==> src/rtl/bubble_sort_ctrl_pkg.sv <==
// Shared types and constants for the bubble-sort sequencer:
// the FSM state encoding and the signed word type.
package bubble_sort_ctrl_pkg;

  localparam int WORD_W = 8;

  typedef logic signed [WORD_W-1:0] word_t;

  typedef enum logic [1:0] {
    ST_LOAD = 2'd0,
    ST_SORT = 2'd1,
    ST_OUT  = 2'd2
  } state_e;

endpackage

==> src/rtl/bubble_sort_ctrl_if.sv <==
// Producer/consumer handshake bundle for bubble_sort_ctrl, plus its status outputs.
interface bubble_sort_ctrl_if;
  import bubble_sort_ctrl_pkg::*;

  logic              in_valid;
  logic [WORD_W-1:0] in_data;
  logic              in_ready;
  logic              out_valid;
  logic [WORD_W-1:0] out_data;
  logic              out_ready;
  logic              busy;
  logic [7:0]        swap_count;

  modport master (
    output in_valid, in_data, out_ready,
    input  in_ready, out_valid, out_data, busy, swap_count
  );

  modport slave (
    input  in_valid, in_data, out_ready,
    output in_ready, out_valid, out_data, busy, swap_count
  );
endinterface

==> src/rtl/bubble_sort_ctrl_signed_gt8.sv <==
// Purely combinational signed greater-than on two 8-bit two's-complement words.
module signed_gt8
  import bubble_sort_ctrl_pkg::*;
(
  input  word_t a,
  input  word_t b,
  output logic  gt
);
  assign gt = (a > b);
endmodule

==> src/rtl/bubble_sort_ctrl.sv <==
// Loads DEPTH signed words, sorts them ascending with an early-exit bubble sort
// (one compare per cycle through a single shared comparator), then streams them out.
module bubble_sort_ctrl
  import bubble_sort_ctrl_pkg::*;
#(
  parameter int DEPTH = 4
) (
  input  logic                clk,
  input  logic                reset,
  bubble_sort_ctrl_if.slave   bus
);

  localparam int IDX_W = $clog2(DEPTH);

  typedef logic [IDX_W-1:0] idx_t;

  localparam idx_t LAST_IDX  = idx_t'(DEPTH - 1);
  localparam idx_t LAST_PASS = idx_t'(DEPTH - 2);

  state_e     state_q, state_d;
  idx_t       wr_idx_q, wr_idx_d;
  idx_t       rd_idx_q, rd_idx_d;
  idx_t       i_q, i_d;
  idx_t       pass_q, pass_d;
  logic       swapped_q, swapped_d;
  logic [7:0] swap_cnt_q, swap_cnt_d;
  word_t      mem_q [DEPTH];
  word_t      mem_d [DEPTH];

  idx_t  i_plus1;
  idx_t  last_i;
  word_t cmp_a, cmp_b;
  logic  cmp_gt;
  logic  swap_seen;

  assign i_plus1 = i_q + idx_t'(1);
  assign last_i  = LAST_PASS - pass_q;
  assign cmp_a   = mem_q[i_q];
  assign cmp_b   = mem_q[i_plus1];

  signed_gt8 u_gt (
    .a  (cmp_a),
    .b  (cmp_b),
    .gt (cmp_gt)
  );

  // NOTE: combinational blocks use blocking '=' with every target defaulted first,
  // so no path leaves a variable unassigned and no latch is inferred.
  always_comb begin
    state_d    = state_q;
    wr_idx_d   = wr_idx_q;
    rd_idx_d   = rd_idx_q;
    i_d        = i_q;
    pass_d     = pass_q;
    swapped_d  = swapped_q;
    swap_cnt_d = swap_cnt_q;
    mem_d      = mem_q;
    swap_seen  = swapped_q | cmp_gt;

    unique case (state_q)
      ST_LOAD: begin
        if (bus.in_valid) begin
          mem_d[wr_idx_q] = bus.in_data;
          wr_idx_d        = wr_idx_q + idx_t'(1);
          if (wr_idx_q == '0) swap_cnt_d = '0;
          if (wr_idx_q == LAST_IDX) begin
            state_d   = ST_SORT;
            wr_idx_d  = '0;
            pass_d    = '0;
            i_d       = '0;
            swapped_d = 1'b0;
          end
        end
      end

      ST_SORT: begin
        // Equal words fail the strict compare and stay put, keeping the sort stable.
        if (cmp_gt) begin
          mem_d[i_q]     = cmp_b;
          mem_d[i_plus1] = cmp_a;
          swap_cnt_d     = swap_cnt_q + 8'd1;
        end
        if (i_q == last_i) begin
          if (!swap_seen || pass_q == LAST_PASS) begin
            state_d  = ST_OUT;
            rd_idx_d = '0;
          end else begin
            pass_d    = pass_q + idx_t'(1);
            i_d       = '0;
            swapped_d = 1'b0;
          end
        end else begin
          i_d       = i_plus1;
          swapped_d = swap_seen;
        end
      end

      ST_OUT: begin
        if (bus.out_ready) begin
          if (rd_idx_q == LAST_IDX) begin
            state_d  = ST_LOAD;
            rd_idx_d = '0;
            wr_idx_d = '0;
          end else begin
            rd_idx_d = rd_idx_q + idx_t'(1);
          end
        end
      end

      default: state_d = ST_LOAD;
    endcase
  end

  always_ff @(posedge clk) begin
    if (reset) begin
      state_q    <= ST_LOAD;
      wr_idx_q   <= '0;
      rd_idx_q   <= '0;
      i_q        <= '0;
      pass_q     <= '0;
      swapped_q  <= 1'b0;
      swap_cnt_q <= '0;
    end else begin
      state_q    <= state_d;
      wr_idx_q   <= wr_idx_d;
      rd_idx_q   <= rd_idx_d;
      i_q        <= i_d;
      pass_q     <= pass_d;
      swapped_q  <= swapped_d;
      swap_cnt_q <= swap_cnt_d;
    end
  end

  // NOTE: the word store is deliberately not reset; its contents are always
  // rewritten by LOAD before they are read, so a reset would only add fanout.
  always_ff @(posedge clk) begin
    mem_q <= mem_d;
  end

  assign bus.in_ready   = (state_q == ST_LOAD);
  assign bus.busy       = (state_q == ST_SORT);
  assign bus.out_valid  = (state_q == ST_OUT);
  assign bus.out_data   = (state_q == ST_OUT) ? mem_q[rd_idx_q] : '0;
  assign bus.swap_count = swap_cnt_q;

endmodule
==> src/flat_wrapper.sv <==
// flat-port wrapper written by rule: the top's interface ports become plain ports
module bubble_sort_ctrl_flat import bubble_sort_ctrl_pkg::*;
#(
  parameter int DEPTH = 4
)
  (clk, reset, bus_in_valid, bus_in_data, bus_out_ready, bus_in_ready, bus_out_valid, bus_out_data, bus_busy, bus_swap_count);
  bubble_sort_ctrl_if bus_i ();
  input  logic clk;
  input  logic reset;
  input wire logic [$bits(bus_i.in_valid)-1:0] bus_in_valid;
  input wire logic [$bits(bus_i.in_data)-1:0] bus_in_data;
  input wire logic [$bits(bus_i.out_ready)-1:0] bus_out_ready;
  output wire logic [$bits(bus_i.in_ready)-1:0] bus_in_ready;
  output wire logic [$bits(bus_i.out_valid)-1:0] bus_out_valid;
  output wire logic [$bits(bus_i.out_data)-1:0] bus_out_data;
  output wire logic [$bits(bus_i.busy)-1:0] bus_busy;
  output wire logic [$bits(bus_i.swap_count)-1:0] bus_swap_count;
  assign bus_i.in_valid = bus_in_valid;
  assign bus_i.in_data = bus_in_data;
  assign bus_i.out_ready = bus_out_ready;
  assign bus_in_ready = bus_i.in_ready;
  assign bus_out_valid = bus_i.out_valid;
  assign bus_out_data = bus_i.out_data;
  assign bus_busy = bus_i.busy;
  assign bus_swap_count = bus_i.swap_count;
  bubble_sort_ctrl #(.DEPTH(DEPTH)) u_core (.clk(clk), .reset(reset), .bus(bus_i));
endmodule
==> config.mk <==
export PLATFORM = sky130hd
export DESIGN_NAME = bubble_sort_ctrl_flat
export DESIGN_NICKNAME = d
export VERILOG_FILES = /design/src/rtl/bubble_sort_ctrl_pkg.sv /design/src/rtl/bubble_sort_ctrl_if.sv /design/src/rtl/bubble_sort_ctrl_signed_gt8.sv /design/src/rtl/bubble_sort_ctrl.sv /design/src/flat_wrapper.sv
export SDC_FILE = /design/constraint.sdc
export NUM_CORES = 1
export LEC_CHECK = 0
export ABC_AREA = 1
export CORE_UTILIZATION = 59
export DETAILED_ROUTE_END_ITERATION = 8
export PLACE_DENSITY_LB_ADDON = 0.2
export SYNTH_ARGS = -nofsm -noshare
export SYNTH_HDL_FRONTEND = slang
export SYNTH_SLANG_ARGS = --single-unit
export TNS_END_PERCENT = 50
==> constraint.sdc <==
create_clock -name clk -period 4.83 [get_ports clk]
set_input_delay 0.483 -clock clk [delete_from_list [all_inputs] [get_ports clk]]
set_output_delay 0.483 -clock clk [all_outputs]
set_load 0.005 [all_outputs]
== Word level (Yosys, flattened, before mapping) ==
Cells that the tools add are included.

* Bits in registers: 51
* Bits in latches: 0
* Memory bits (writable): 0
* Memory bits (read-only): 0
* Output and inout bits: 19
* Word-level logic and storage cells: 117
* Memories kept: 0

* $add $sub $neg: 6
* Multiply operators: 0
* Div/mod/pow operators: 0
* Order comparisons: 8
* Eq/ne operators: 16
* Shift-type cells: 0
* Mux-type cells: 54
* Bitwise gates (word level): 5
* Reductions and logical operators: 17

{| class="wikitable"
|+ Operators by type and width
! kind !! count
|-
| 2-to-1 mux 8 bit || 13
|-
| bitwise mux 32 bit || 3
|-
| 2-to-1 mux 32 bit || 2
|-
| one-hot mux 32 bit (2 select lines) || 1
|-
| binary-select mux 8 bit (select 2 bit) || 3
|-
| demux 8 bit (select 2 bit) || 3
|-
| 2-to-1 mux 2 bit || 18
|-
| one-hot mux 2 bit (2 select lines) || 4
|-
| one-hot mux 8 bit (2 select lines) || 1
|-
| AND reduction 4 bit || 4
|-
| >= comparator 3 bit (second input constant) || 4
|-
| inequality test 2 x 1 -> 1 bit (second input constant) || 6
|-
| NOT 2 -> 3 bit || 4
|-
| < comparator 3 x 1 -> 1 bit (second input constant) || 3
|-
| adder 2 x 1 -> 2 bit (second input constant) || 4
|-
| adder 8 x 1 -> 8 bit (second input constant) || 1
|-
| equality test 2 bit (second input constant) || 4
|-
| > comparator 8 bit || 1
|-
| inequality test 2 bit (second input constant) || 3
|-
| one-hot mux 2 bit (3 select lines) || 1
|-
| AND reduction 6 bit || 1
|-
| nonzero test 2 bit || 3
|-
| AND reduction 5 bit || 1
|-
| zero test 2 bit || 2
|-
| 11 further kinds || 16
|}

== Logic depth before layout (Yosys ltp) ==
* Depth in word-level cells: 12
* Mapped depth: 27

== Modules after synthesis ==
From an unflattened synthesis, not the netlist that was laid out.

* Cell total of the unflattened synthesis: 635
* Area, all modules: 4067.7 um^2

{| class="wikitable"
|+ Modules (own cells, without submodules)
! module !! instances !! cells an instance !! area an instance (um^2)
|-
| bubble_sort_ctrl || 1 || 595 || 3836.2
|-
| signed_gt8 || 1 || 40 || 231.5
|}

== Worst setup path before layout ==
Ideal clock, no wire load.

* Path kind: reg-to-reg
* Start: register u_core.i_q[0]
* End: register u_core.mem_q[10] in the netlist's numbering, enable pin
* Library setup time: 383 ps
* Arrival: 3507 ps
* Path slack: 940 ps
* Stages on the path, launching flop included: 20
* Period minus slack after synthesis: 3890 ps
* Cells stage by stage: dfxtp_1 -> buf_2 -> inv_1 -> buf_2 -> ha_1 -> inv_1 -> clkbuf_1 -> a21oi_1 -> o21ai_0 -> nand2_1 -> ha_1 -> a21o_1 -> nor2_1 -> nand2_1 -> nand2_1 -> nand3_2 -> o21ai_2 -> buf_6 -> inv_1 -> nor3_1

* Cells in the longest elaborated chain, start to end: 8

{| class="wikitable"
|+ RTL lines
! what !! line !! source
|-
| start: declaration || bubble_sort_ctrl.sv:23 || <nowiki>idx_t i_q, i_d;</nowiki>
|-
| start signal: assignment || bubble_sort_ctrl.sv:127 || <nowiki>i_q <= i_d;</nowiki>
|-
| adder 2 x 1 -> 2 bit || bubble_sort_ctrl.sv:36 || <nowiki>assign i_plus1 = i_q + idx_t'(1);</nowiki>
|-
| NOT 2 -> 3 bit (not written as such) || bubble_sort_ctrl.sv:39 || <nowiki>assign cmp_b = mem_q[i_plus1];</nowiki>
|-
| binary-select mux 8 bit (select 2 bit) || bubble_sort_ctrl.sv:39 ||
|-
| 2-to-1 mux 8 bit (not written as such) (2 in series) || bubble_sort_ctrl.sv:39 ||
|-
| > comparator 8 bit * || bubble_sort_ctrl_signed_gt8.sv:9 || <nowiki>assign gt = (a > b);</nowiki>
|-
| inequality test 2 x 1 -> 1 bit (no source line) * || -- ||
|-
| AND reduction 3 bit (no source line) * || -- ||
|-
| end signal: assignment || bubble_sort_ctrl.sv:137 || <nowiki>mem_q <= mem_d;</nowiki>
|-
| end: declaration || bubble_sort_ctrl.sv:27 || <nowiki>word_t mem_q [DEPTH];</nowiki>
|}

Every way passes the cells marked *; elsewhere a longest branch is shown, timed or not. The select of a mux whose other input is x is not followed.
A chain may end at the register's enable or synchronous reset.

== Worst setup path after layout ==
* Start: register u_core.i_q[1]
* End: register u_core.mem_q[25] in the netlist's numbering, enable pin

Same word-level chain as after synthesis.

==> results.txt <==
- For met1 alone, demand over resource in global routing was 0.492.
- Cell Area, Synth: 0.00385 mm²
- Data on the critical path arrives at its endpoint at 4370 ps.
- DRT Pass-1 Iters: 5
* Startpoint of the most critical register-to-register path: u_core.i_q[1]$_SDFFE_PP0P_
- Post-Synthesis Net Count: 581
- Relative contribution of sequential cells to total power: 0.300
- Worst hold stages: 2
- Chain of cells forming the critical path: inv_1 > ha_1 > inv_1 > a21oi_1 > o21ai_0 > nand2_1 > ha_1 > nand2_1 > nor2_1 > nand2_1 > nand3_1 > nand3_2 > o21ai_2 > nand2_2 > a31oi_2
- Clock sink count: 51
- GR Overflow Total: 0
* Final GP Congestion: 1.03
- The floorplan has 29 rows.
- In the layout the commonest cells are nand2_1 (153), a21oi_1 (50), nand3_1 (48).
- Number of antenna repair diodes: 0
- In the global route stage, overall resource usage came out at 0.333.
- Fraction of power spent switching nets: 0.501
* Vias after detailed routing: 4006
* TritonCTS Buffers: 5
- Post-detail-place hpwl: 8540 µm
* HP Class: reg -> reg
- The first global-routing pass estimated 18000 µm of wire.
- Hold bufs inserted after CTS: 0
- TritonCTS built the clock tree.
- The count of nets left with antenna violations once routing finished came out at 0.
- The floorplan step defined a core boundary enclosing 0.00631 mm².
- Share of post-route cells with drive strength above 1: 0.0553
- Final period demand of the worst path: 4410 ps
- Peak clock frequency supported by timing: 0.227 GHz
- Clock latency on the worst-skew pair, taken at its later pin, is 310 ps.
- Setup repair after global routing missed its margin: no
- Portion of total power attributed to combinational logic: 0.578
- Clock skew on the completed layout was measured at 6.24 ps.
- CTS built an H-tree with a depth of 2.
- Synthesis handed over a netlist of 549 instances.
- Maximum Capacitance Violations: 0
- For the worst flop-to-flop path, the logic depth is 15.
* Post-placement worst setup slack: 321 ps
* Worst-margin pin slew: 816 ps
- The number of max-slew violations in the final report is 0.
- Busiest layer in global routing: met2
* Root Driver: clkbuf_8
* Initial antenna violation count: 0
- Measured along the y axis, the die boundary spans 82.8 µm.
* Most prevalent standard cell on the critical path: nand2_1
* HP Start: u_core.pass_q[1]$_SDFFE_PP0P_
* Crit-path max FO: 18
- In the final timing run, aggregate negative setup slack is 0 ps.
* Most frequent standard cell in the layout excluding fill and tap cells: nand2_1
- Filler Cell Count: 550
- Layout Nets: 592
* Post-CTS setup-driven buffer insertion count: 0
* Largest stage delay on the critical path: 760 ps
- STA classifies the critical path endpoint as a flop.
* Fin crit share: 0.913
* Number of synthesized register bits: 51
* Layout-stage area growth over the synthesis result: 11.3%
- Detailed-route wire length: 11500 µm
- Hold Fails Final Rpt: 0
- Clock-pin slew was measured on the worst setup and hold paths at 100 ps.
- Of the synthesized area, sequential elements account for 0.348.
- After synthesis, the netlist uses 34 different library cells.
- Measured against its own limit, the worst slew margin works out to 0.455.
* Critical path class: reg -> reg
- In this run the deepest clock path goes through 2 buffers.
* Power per standard cell area: 571 mW/mm²
- For the worst setup path, the data required time is 4790 ps.
- Setup violations remaining at the end of the flow were counted as 0.
- In the post-route analysis, the smallest setup slack over all paths is 420 ps.
* Clock network fraction of total power: 0.123
- End point of the most critical hold path: u_core.pass_q[1]$_SDFFE_PP0P_
- After detailed routing, the number of vias per cell comes to 6.28.
- Dividing the detail-routed wire length by the instance count gives 18.0 µm.
- Met3 usage in global routing: 0.0467
- The worst register-to-register path has a setup slack of 420 ps.
- Run status: complete, no violations
- In the global route stage, met2 resource usage came out at 0.497.
- VDD sags by at most 0.000284 V.
- Die X: 82.8 µm
- The slowest stage of the critical path is the dfxtp_1 cell.
- Initial Utilization: 0.610
- Gates resized during post-CTS repair numbered 0.
* Number of remaining DRC errors: 0
- Total die area: 0.00686 mm²
* Pin count of the biggest net entering global routing: 45
* Type of origin of the critical path: flop
- Leakage component of the power: 0.00179 µW
* Number of design-rule violations left by the first detailed-router iteration: 547
* End of the worst register-to-register path: u_core.mem_q[25]$_DFFE_PP_
* Net Switching: 1230 µW
* Number of warnings printed during yosys synthesis: 0
* Vias in the first global route: 3448
- Each instance of the synthesized netlist takes up on average 7.02 µm².
* Input/output buffers: 30
* Ports placed on the boundary: 31
* Internal power: 1220 µW
-- worst max-delay path, delay by kind of cell (launching register included) --
family / cells / cell delay [ps]
AO/OA/AOI/OAI: 4 / 1050
buffers and inverters: 2 / 540
AND/OR/NAND/NOR: 7 / 910
adder cells (fa/ha/maj): 2 / 790
flip-flops: 1 / 760
-- layer usage --
layer  part of all wire  wire [µm]  vias up
met1               0.42       4810     1790
met2               0.42       4850      266
met4              0.036        418        0
met3               0.12       1370       37
met5                  0          0        -
li1                   -          -     1913
-- cells in the mapped netlist, drive strengths merged --
cell	n	area, µm²
clkinv	3	11.3
o211ai	22	165
a21o	2	15.0
xnor2	2	17.5
a21oi	50	250
nor3b	1	7.51
clkbuf	16	61.3
nor3	6	30.0
dfxtp	19	380
nor2	25	106
xor2	3	26.3
a31oi	3	18.8
nand2	159	612
inv	50	188
o21ai	31	159
a211oi	3	27.5
nand4	4	25.0
edfxtp	32	961
nand3b	1	7.51
nand3	50	260
buf	15	72.6
o22ai	32	200
ha	20	250
-- power groups by stage --
stage	registers [µW]	logic (µW)	clock network [µW]
final	734	1410	300
after global routing	742	1560	321
after CTS	731	1350	303
after detailed placement	741	1340	0
after global placement	738	1320	0
after floorplan	695	1010	0
-- cell type report --
cell class	count	area, µm²	share of cell area
clock buffers	7	108	0.0251
clock inverters	1	8.76	0.00204
inverters	53	199	0.0464
multi-input cells	414	2200	0.513
flip-flops and latches	51	1340	0.313
well taps	77	96.3	0.0225
repair buffers	35	338	0.0788
-- cell families (layout without fill, tap and decap cells) --
logic type | Yosys count | after routing | synth area share
compound gates | 143 | 143 | 0.217
flops | 51 | 51 | 0.348
xor+xnor | 5 | 5 | 0.0114
buf+inv | 84 | 96 | 0.0864
simple gates | 246 | 246 | 0.272
fa+ha+maj | 20 | 20 | 0.0650
-- through the flow --
step | hold slack, ps | instance area [µm²] | total power, µW | instances | utilization
global route | 505 | 4290 | 2620 | 638 | 0.679
global placement | 461 | 4150 | 2060 | 630 | 0.658
finish | 479 | 4290 | 2450 | 638 | 0.679
CTS | 480 | 4270 | 2380 | 638 | 0.676
floorplan | 437 | 3850 | 1710 | 549 | -
detailed placement | 466 | 4150 | 2080 | 630 | 0.658
-- flip-flops by register name (all words and copies together), names as in the netlist --
name,cells
u_core.mem_q,32
u_core.bus.swap_count,8
u_core.i_q,2
u_core.pass_q,2
u_core.rd_idx_q,2
u_core.state_q,2
u_core.wr_idx_q,2
u_core.swapped_q,1
-- worst max path at each step --
stage / start / slack (ps) / cells past startpoint / to
floorplan: u_core.i_q[0]$_SDFFE_PP0P_ / 940 / 19 / u_core.mem_q[10]$_DFFE_PP_
global placement: u_core.i_q[1]$_SDFFE_PP0P_ / 620 / 15 / u_core.mem_q[24]$_DFFE_PP_
detailed placement: u_core.i_q[1]$_SDFFE_PP0P_ / 320 / 15 / u_core.mem_q[31]$_DFFE_PP_
CTS: u_core.i_q[1]$_SDFFE_PP0P_ / 280 / 15 / u_core.mem_q[25]$_DFFE_PP_
global route: u_core.i_q[1]$_SDFFE_PP0P_ / 10 / 15 / u_core.mem_q[25]$_DFFE_PP_
finish: u_core.i_q[1]$_SDFFE_PP0P_ / 420 / 15 / u_core.mem_q[25]$_DFFE_PP_
No activity file was read; power rests on OpenSTA's default activity.
